### src/rtl/led_sequencer.sv
// led_sequencer: multi-channel LED sequencer (off/on/blink/burst) on a shared prescaled tick
//   Build option: define LED_DIM_EN to add the 4-bit dim input and a free-running PWM dimmer.
//   Ports:
//     clk      : single clock, rising edge
//     reset    : asynchronous, active-low, clears all state
//     dim      : (LED_DIM_EN only) brightness, 0 = dark, 15 = full
//     wr_en    : command write strobe
//     wr_ch    : target channel, values >= CH are ignored
//     wr_mode  : 0=OFF 1=ON 2=BLINK 3=BURST
//     wr_half  : half-period in ticks, 0 acts as 1
//     wr_count : BURST pulse count
//     tick     : one-cycle time-base pulse every PRESCALE cycles
//     led      : LED drive per channel
//     busy     : channel is running a burst
//     done     : one-cycle pulse when a burst completes
module led_sequencer #(
    parameter int CH = 4,
    parameter int PRESCALE = 10000000,
    parameter int HPW = 16,
    parameter int CW = 8,
    localparam int CHW = (CH > 1) ? $clog2(CH) : 1,
    localparam int PW = $clog2(PRESCALE)
) (
    input  logic           clk,
    input  logic           reset,
`ifdef LED_DIM_EN
    input  logic [3:0]     dim,
`endif
    input  logic           wr_en,
    input  logic [CHW-1:0] wr_ch,
    input  logic [1:0]     wr_mode,
    input  logic [HPW-1:0] wr_half,
    input  logic [CW-1:0]  wr_count,
    output logic           tick,
    output logic [CH-1:0]  led,
    output logic [CH-1:0]  busy,
    output logic [CH-1:0]  done
);
    typedef enum logic [1:0] {OFF, ON, BLINK, BURST} mode_t;
    logic [PW-1:0] pre_cnt;
    logic [CH-1:0] led_q;
    assign tick = pre_cnt == PW'(PRESCALE - 1);
    always_ff @(posedge clk or negedge reset)
        if (!reset) pre_cnt <= '0;
        else pre_cnt <= tick ? '0 : pre_cnt + PW'(1);
    for (genvar i = 0; i < CH; i++) begin : g_ch
        mode_t m;
        logic [HPW-1:0] half, phase;
        logic [CW-1:0] rem;
        logic l, d;
        // a zero-count burst completes at the write itself
        logic empty_burst;
        assign empty_burst = wr_mode == BURST && wr_count == '0;
        always_ff @(posedge clk or negedge reset)
            if (!reset) begin
                m <= OFF;
                half <= '0;
                phase <= '0;
                rem <= '0;
                l <= 1'b0;
                d <= 1'b0;
            end else if (wr_en && wr_ch == CHW'(i)) begin
                m <= empty_burst ? OFF : mode_t'(wr_mode);
                half <= (wr_half == '0) ? HPW'(1) : wr_half;
                rem <= wr_count;
                phase <= '0;
                l <= wr_mode != OFF && !empty_burst;
                d <= empty_burst;
            end else begin
                d <= 1'b0;
                if (tick && (m == BLINK || m == BURST)) begin
                    if (phase == half - HPW'(1)) begin
                        phase <= '0;
                        l <= ~l;
                        // only falling edges consume burst count
                        if (m == BURST && l) begin
                            rem <= rem - CW'(1);
                            if (rem == CW'(1)) begin
                                m <= OFF;
                                d <= 1'b1;
                            end
                        end
                    end else phase <= phase + HPW'(1);
                end
            end
        assign led_q[i] = l;
        assign done[i] = d;
        assign busy[i] = m == BURST;
    end
`ifdef LED_DIM_EN
    logic [3:0] pwm_cnt;
    always_ff @(posedge clk or negedge reset)
        if (!reset) pwm_cnt <= '0;
        else pwm_cnt <= pwm_cnt + 4'd1;
    assign led = led_q & {CH{dim == 4'd15 || pwm_cnt < dim}};
`else
    assign led = led_q;
`endif
endmodule
### config.mk
export PLATFORM = sky130hd
export DESIGN_NAME = led_sequencer
export DESIGN_NICKNAME = d
export VERILOG_FILES = /design/src/rtl/led_sequencer.sv
export SDC_FILE = /design/constraint.sdc
export NUM_CORES = 1
export LEC_CHECK = 0
export ABC_AREA = 1
export BUFFER_PORTS_ARGS = -buffer_cell sky130_fd_sc_hd__buf_2
export CAP_MARGIN = 20
export CELL_PAD_IN_SITES_DETAIL_PLACEMENT = 0
export CELL_PAD_IN_SITES_GLOBAL_PLACEMENT = 1
export CORE_MARGIN = 2
export CORE_UTILIZATION = 40
export CTS_CLUSTER_DIAMETER = 150
export CTS_CLUSTER_SIZE = 10
export DETAILED_ROUTE_END_ITERATION = 10
export PLACE_DENSITY_LB_ADDON = 0.2
export SLEW_MARGIN = 5
export SYNTH_ARGS = -nofsm -noshare
export SYNTH_HDL_FRONTEND = slang
export SYNTH_SLANG_ARGS = --single-unit
export TNS_END_PERCENT = 5
### constraint.sdc
create_clock -name clk -period 4.33 [get_ports clk]
set_clock_uncertainty 0.05 [all_clocks]
set_input_delay 0 -clock clk [delete_from_list [all_inputs] [get_ports clk]]
set_output_delay 0 -clock clk [all_outputs]
set_load 0.03 [all_outputs]
# Word level (Yosys, flattened, before mapping)
# Index checks and enable logic that the tools add are counted.
[op_classes] n_mux=83 div=0 shifts=0 eq_ne=21 n_addsub=13 reduce_logical=51 mul=0 order_cmp=0 n_bitwise=4
[ops] operator="16-bit 2-to-1 mux" n=13
[ops] operator="8-bit 2-to-1 mux" n=16
[ops] operator="16-bit by 1-bit adder with 16-bit output, second input constant" n=4
[ops] operator="16-bit == test" n=4
[ops] operator="16-bit by 1-bit subtractor with 16-bit output, second input constant" n=4
[ops] operator="2-bit 2-to-1 mux" n=21
[ops] operator="2-bit nonzero test" n=17
[ops] operator="8-bit by 1-bit == test with 1-bit output, second input constant" n=4
[ops] operator="1-bit 2-to-1 mux" n=32
[ops] operator="8-bit by 1-bit subtractor with 8-bit output, second input constant" n=4
[ops] operator="24-bit by 1-bit adder with 24-bit output, second input constant" n=1
[ops] operator="24-bit == test, second input constant" n=1
[ops] operator="24-bit 2-to-1 mux" n=1
[ops] operator="2-bit == test, second input constant" n=11
[ops] operator="16-bit logical NOT" n=1
[ops] operator="4-bit AND reduction" n=4
[ops] operator="1-bit logical AND" n=14
[ops] operator="3-bit AND reduction" n=4
[ops] operator="8-bit logical NOT" n=1
[ops] operator="2-bit AND reduction" n=4
[ops] operator="1-bit logical OR" n=4
[ops] operator="1-bit NOT" n=4
[ops] operator="2-bit by 1-bit == test with 1-bit output, second input constant" n=1
[ops] operator="2-bit logical NOT" n=1
[ops] operator="1-bit logical NOT" n=1
[word_totals] mem_bits_rw=0 reg_bits=200 n_memories=0 rom_bits=0 latch_bits=0

# Longest topological paths before layout
# Gate-level depths: netlist (run 1).
[depth] depth_word=6 mapped_depth=17 depth_no_buf=17

# Least setup slack after synthesis (run 1)
# OpenSTA, ideal clock, no wires.
[synth_path] kind="register to register" start="register g_ch[1].half[0]" end="register g_ch[1].rem[0]" stages_incl_launch_ff=16 synth_period_minus_slack_ns=2.021 slack_ns=2.309 t_required_ns=4.162 arrival_ns=1.853 path_buffers=0 path_cell_list="dfrtp_1 -> inv_1 -> ha_1 -> nand2_1 -> nor2_4 -> nand2_1 -> nand2_1 -> nand2_1 -> nor2_1 -> nand2_1 -> nor2_1 -> nand2_2 -> nand2_4 -> nand3_2 -> nand2_1 -> nand2_1"
[synth_between] elab_chain_len=4
[synth_lines] item="start, declared" line_no="48" rtl="logic [HPW-1:0] half, phase;"
[synth_lines] item="start signal, assigned" line_no="64" rtl="half <= (wr_half == '0) ? HPW'(1) : wr_half;"
[synth_lines] item="16-bit by 1-bit subtractor with 16-bit output" line_no="72" rtl="if (phase == half - HPW'(1)) begin"
[synth_lines] item="16-bit == test" line_no="72"
[synth_lines] item="2-bit nonzero test (no source line)"
[synth_lines] item="3-bit AND reduction (no source line)"
[synth_lines] item="end signal, assigned" line_no="65" rtl="rem <= wr_count;"
[synth_lines] item="end signal, assigned" line_no="77" rtl="rem <= rem - CW'(1);"
[synth_lines] item="end, declared" line_no="49" rtl="logic [CW-1:0] rem;"
# Every way passes these cells.
# A chain may end at the register's enable or synchronous reset.

# Final worst setup path (run 1)
[layout_path] start="register pre_cnt[0]" end="register g_ch[3].phase[10]"
[layout_between] elab_chain_len=3
[layout_lines] item="start, declared" line_no="40" rtl="logic [PW-1:0] pre_cnt;"
[layout_lines] item="start signal, assigned" line_no="45" rtl="else pre_cnt <= tick ? '0 : pre_cnt + PW'(1);"
[layout_lines] item="24-bit == test" line_no="42" rtl="assign tick = pre_cnt == PW'(PRESCALE - 1);"
[layout_lines] item="1-bit logical AND" line_no="71" rtl="if (tick && (m == BLINK || m == BURST)) begin"
[layout_lines] item="2-bit nonzero test (no source line)"
[layout_lines] item="end signal, assigned" line_no="83" rtl="end else phase <= phase + HPW'(1);"
[layout_lines] item="end, declared" line_no="48"
# Every way passes these cells.

==> impl_metrics.yaml, run 1 <==
power:
  power_density_nw_per_um2: 369
  ir_drop_mv: 0.317
  leakage_nw: 6.68
floorplanning:
  coreArea_um2: 30700
  dieHeight_um: 181
  boundaryPins: 44
  die_x_um: 181
  start_util: 0.409
  die-area_um2: 32900
  num_rows: 64
clock_network:
  cts_buffers: 17
  cts_setup_buffers: 0
  path_clk_slew_ns: 0.08
  clk_latency_ns: 0.45
  cts.sinks: 200
  cts_tree: "yes"
  cts_buffer_depth: 2
  clk_root_buffer_cell: "clkbuf_16"
  cts_resized: 0
  h-tree-depth: 4
placement:
  dpl_cell_area_um2: 13100
  place.gp.congestion: 0.834
  place_inst: 2142
  port_buffers: 43
  dpl.hpwl_mm: 24.4
logic_synthesis:
  synthesis.nets: 1789
  synth_area_per_cell_um2: 7.22
  ys.flop_type: "dfrtp_1"
  synth.area.top_cells: "dfrtp_1, nand2_1, nor2_1"
  ys_async_sr_fraction: 1.00
  ys_warn_count: 0
  netlist_top_cells_count: "nand2_1, dfrtp_1, nor2_1, inv_1, o21ai_0"
  yosysUniqueCellTypes: 46
  synth_top_cell_by_area: "dfrtp_1"
  synth_top_area_share: 0.398
  synth-edff-count: 0
  synth_cells: 1741
  ys_seq_area_frac: 0.398
  synth_seq_cells: 200
  synth_area_um2: 12600
  synth.most_common_cell: "nand2_1"
critical_path:
  crit_chain: "ha_1 > nand2_1 > nor2_4 > inv_2 > nor2_2 > and2_1 > buf_4 > nand2_1 > nand2_1 > buf_4 > nand2_1 > xor2_1 > a21oi_1"
  crit_path_frequent_cell: "nand2_1"
  r2r_slack_ns: 1.67
  critPathCaptureType: "flop"
  arrival_ns: 3.00
  max_stage_delay_ns: 0.47
  crit_slowest_cell: "nand2_1"
  crit_path_start_kind: "flop"
  cp_max_fo: 17
  r2r_cells: 13
  setup.worst_path.class: "flop to flop"
  required_ns: 4.67
routing:
  vias_per_cell: 5.01
  ant_nets: 0
  first_pass_iters: 5
  drc: 0
  vias: 11000
  drtIter0Drc: 770
  wirelength_mm: 33.3
  wl_per_cell_um: 15.2
global_route:
  grt_pass1_wl_mm: 55.4
  grt_overflow: 0
  grt_pass1_vias: 10500
  grt_max_degree: 104
  track_usage: 0.212
  grt_antenna_before_repair: 1
final_layout:
  drive_above_1_share: 0.0750
  post-route-util: 0.454
  nNetsFinal: 1836
  final_cells: 2197
  final_area_um2: 14000
  n_antenna_cell: 0
  area_growth_pct: 11.0
min_path:
  min_path_type: "input pin to flop"
  min_path_cells: 3
timing:
  hold_ws_ns: 0.0200
  fmax_ghz: 0.376
  maxSlewViolCount: 0
  final-setup-viol-count: 0
  hold_viol_final: 0
  slew_headroom: 0.304
  final.setup.tns_ns: 0
  min_period_ns: 2.66
  fin_crit_sh: 0.614
  rsz0062_at_grt: "no"
  tightest_slew_ns: 1.04
run_status:
  outcome: "finished clean"
run:
  maxCapViolCount: 0
-- cell usage in the layout, fill, tap and decap left out, drive strengths merged, types with 2 or more instances in the layout --
cell,n
a21boi,2
a21o,2
a21oi,35
a31oi,5
and2,3
buf,54
bufinv,2
clkbuf,19
clkinv,6
clkinvlp,2
dfrtp,200
dlygate4sd3,23
ha,17
inv,196
nand2,514
nand3,118
nand3b,9
nand4,44
nor2,208
nor3,27
nor4,11
o211ai,5
o21a,6
o21ai,130
o21bai,3
o22ai,27
or2,6
xnor2,48
xor2,70
-- critical path: cells and delay by family (launching register included) --
kind / cells / cell delay [ns]
and+or+nand+nor: 7 / 1.16
buffers and inverters: 3 / 0.56
DFF: 1 / 0.39
xor gates and xnor gates: 1 / 0.14
adders and majority gates: 1 / 0.18
AOI/OAI and AO/OA: 1 / 0.11
-- layer usage --
layer,track usage,wire [µm],up-vias
met5,0,11,-
met4,0.0559,534,2
met3,0.0320,1250,27
met2,0.327,14500,188
met1,0.309,17000,5077
li1,-,-,5704
-- logic make-up (layout without fill, tap and decap cells) --
kind of cell | count (synthesis) | in the layout | share of synthesized area
and+or+nand+nor | 943 | 943 | 0.323
buffers and inverters | 242 | 302 | 0.0801
AOI/OAI and AO/OA | 220 | 220 | 0.0979
DFF | 200 | 200 | 0.398
xor gates and xnor gates | 119 | 119 | 0.0840
adders and majority gates | 17 | 17 | 0.0169
-- metrics by stage --
stage / worst slack (ns) / total power, mW
finish: 1.67 / 5.15
global route: 1.45 / 5.50
CTS: 1.67 / 5.22
detailed placement: 1.68 / 3.51
global placement: 1.73 / 3.50
floorplan: 2.31 / 3.17
-- timing repair --
action	CTS	global route
hold endpoints to repair	179	0
setup endpoints to repair	0	0
hold buffers	23	0
-- path summary, 6_finish.rpt --
kind	start	to
max	pre_cnt[0]$_DFF_PN0_	g_ch[3].phase[10]$_DFFE_PN0P_
min	wr_half[15]	g_ch[2].half[15]$_DFFE_PN0P_
max reg2reg	pre_cnt[0]$_DFF_PN0_	g_ch[3].phase[10]$_DFFE_PN0P_
min reg2reg	g_ch[2].m[0]$_DFFE_PN0P_	g_ch[2].m[0]$_DFFE_PN0P_
max in group asynchronous	reset	g_ch[0].rem[7]$_DFFE_PN0P_
min in group asynchronous	reset	g_ch[1].phase[2]$_DFFE_PN0P_
-- area by class of cell --
cell class | instances | area, µm²
Inverter | 192 | 721
Timing Repair Buffer | 78 | 564
Fill cell | 3270 | 16800
Clock buffer | 18 | 429
Multi-Input combinational cell | 1299 | 6580
Tap cell | 396 | 495
Clock inverter | 14 | 168
Sequential cell | 200 | 5000
-- power breakdown --
group / internal (mW) / switching (mW)
registers: 2.06 / 0.232
clock network: 0.869 / 0.797
logic: 0.448 / 0.743
-- sequential cells by signal (all words and copies together), names as in the netlist --
name        flops
g_ch.rem       32
g_ch.half      64
g_ch.m          8
g_ch.l          4
pre_cnt        24
g_ch.d          4
g_ch.phase     64
(Power assumes the default switching activity.)
==> run 2, diff against run 1 <==
Clock period 4.33 ns to 2.15 ns, I/O delays scaled along.
==> impl_metrics.yaml, run 2 (synthesis gave the netlist of run 1 again) <==
run_status:
  outcome: "finished clean"
critical_path:
  max_stage_delay_ns: 0.38
  crit_path_start_kind: "flop"
  cp_top_family: "simple AND/OR/NAND/NOR gates"
  crit_buf_inv: 1
  setup.worst_path.class: "flop to flop"
  crit_chain: "ha_2 > nand2_2 > nor2_4 > buf_4 > nand4_1 > nor2_4 > nand2_1 > nor2_2 > nand3_1 > nor2_2 > nand3_1 > xnor2_1"
  arrival_ns: 2.33
  cp_max_fo: 4
  required_ns: 2.43
  critPathCaptureType: "flop"
  crit_slowest_cell: "dfrtp_1"
  path_depth: 12
  r2r_cells: 12
final_layout:
  area_growth_pct: 20.7
  drive_above_1_share: 0.175
  final_area_um2: 15200
  final_cell_mix: "nand2_1, dfrtp_1, inv_1, nor2_1, o21ai_0"
  nNetsFinal: 1939
  post-route-util: 0.494
  final_cells: 2300
  mostFrequentLayoutCell: "nand2_1"
  reg.largest.list: "g_ch.half (64), g_ch.phase (64), g_ch.rem (32)"
timing:
  final.setup.tns_ns: 0
  final-setup-viol-count: 0
  hold_ws_ns: 0.0267
  min_period_ns: 2.05
  maxSlewViolCount: 0
  slew_headroom: 0.593
  rsz0062_at_grt: "yes"
  hold_viol_final: 0
  fmax_ghz: 0.488
  tightest_slew_ns: 0.609
  fin_crit_sh: 0.953
  layout_setup_ws_ns: 0.100
floorplanning:
  num_rows: 64
  die-area_um2: 32900
  die_x_um: 181
  boundaryPins: 44
  dieHeight_um: 181
  start_util: 0.409
  coreArea_um2: 30700
clock_network:
  h-tree-depth: 4
  path_clk_slew_ns: 0.08
  cts_buffers: 17
  clk_root_buffer_cell: "clkbuf_16"
  clk_latency_ns: 0.45
  cts.sinks: 200
  cts_buffer_depth: 2
  cts_tree: "yes"
routing:
  drc: 0
  wl_per_cell_um: 14.9
  vias: 11400
  ant_nets: 0
  drtIter0Drc: 772
  wirelength_mm: 34.3
  first_pass_iters: 5
  vias_per_cell: 4.96
min_path:
  min_path_cells: 5
  min_path_type: "input pin to flop"
global_route:
  grt_antenna_before_repair: 3
  grt_pass1_vias: 10800
  track_usage: 0.214
  grt_overflow: 0
  grt_max_degree: 65
  grt_pass1_wl_mm: 55.9
power:
  power_density_nw_per_um2: 695
  ir_drop_mv: 0.545
  power_mw: 10.5
  leakage_nw: 7.25
placement:
  place_inst: 2227
  place.gp.congestion: 0.882
  port_buffers: 43
  dpl_cell_area_um2: 13800
  dpl.hpwl_mm: 25.5
  dp_slack_ns: -0.103
run:
  maxCapViolCount: 0
run 2: changes by cell type in the layout (fill, tap and decap cells not counted), moves of 11 or more:
| cell | delta |
|---|---|
| buf_4 | +91 |
| inv_1 | -11 |
| nand2_1 | -27 |
| nand2_2 | +19 |
| nor2_1 | -38 |
| nor2_2 | +23 |
| nor2_4 | +15 |
run 2: cell type report:
cell class	instances	area (µm²)
Antenna cell	1	2.50
Clock buffer	19	443
Clock inverter	12	95.1
Fill cell	3149	15600
Inverter	192	726
Multi-Input combinational cell	1300	7010
Sequential cell	200	5010
Tap cell	396	495
Timing Repair Buffer	180	1400
run 2: path summary, 6_finish.rpt:
kind	startpoint	end	slack [ns]
max	pre_cnt[0]$_DFF_PN0_	pre_cnt[22]$_DFF_PN0_	0.10
min	wr_ch[0]	g_ch[2].half[2]$_DFFE_PN0P_	0.03
max reg2reg	pre_cnt[0]$_DFF_PN0_	pre_cnt[22]$_DFF_PN0_	0.10
min reg2reg	pre_cnt[0]$_DFF_PN0_	pre_cnt[0]$_DFF_PN0_	0.41
max in group asynchronous	reset	g_ch[2].half[2]$_DFFE_PN0P_	1.24
min in group asynchronous	reset	g_ch[1].phase[4]$_DFFE_PN0P_	0.07
run 2: tightest hold or removal path, stage by stage:
cell	delay, ns
buf_2	0.11
nor3_2	0.06
buf_4	0.19
nand2_1	0.08
nand2_1	0.05
run 2: where the power goes:
group | internal, mW | leakage (nW) | switching, mW
Combinational | 1.17 | 4.42 | 1.64
Clock | 1.53 | 0.266 | 1.56
Sequential | 4.16 | 2.56 | 0.486
run 2: per-layer routing:
metal  share of wire  GRT usage  routed length [µm]
met5         0.00082          0                  28
met1            0.50      0.310               17200
met4           0.018     0.0589                 620
met2            0.44      0.326               15000
met3           0.039     0.0399                1350
run 2: timing repair:
item	4_1_cts	5_1_grt
hold buffers	25	0
pin swaps	1	32
buffers inserted	1	14
hold endpoints to repair	193	0
setup endpoints to repair	58	117
resized for setup	13	133
gates cloned	0	1
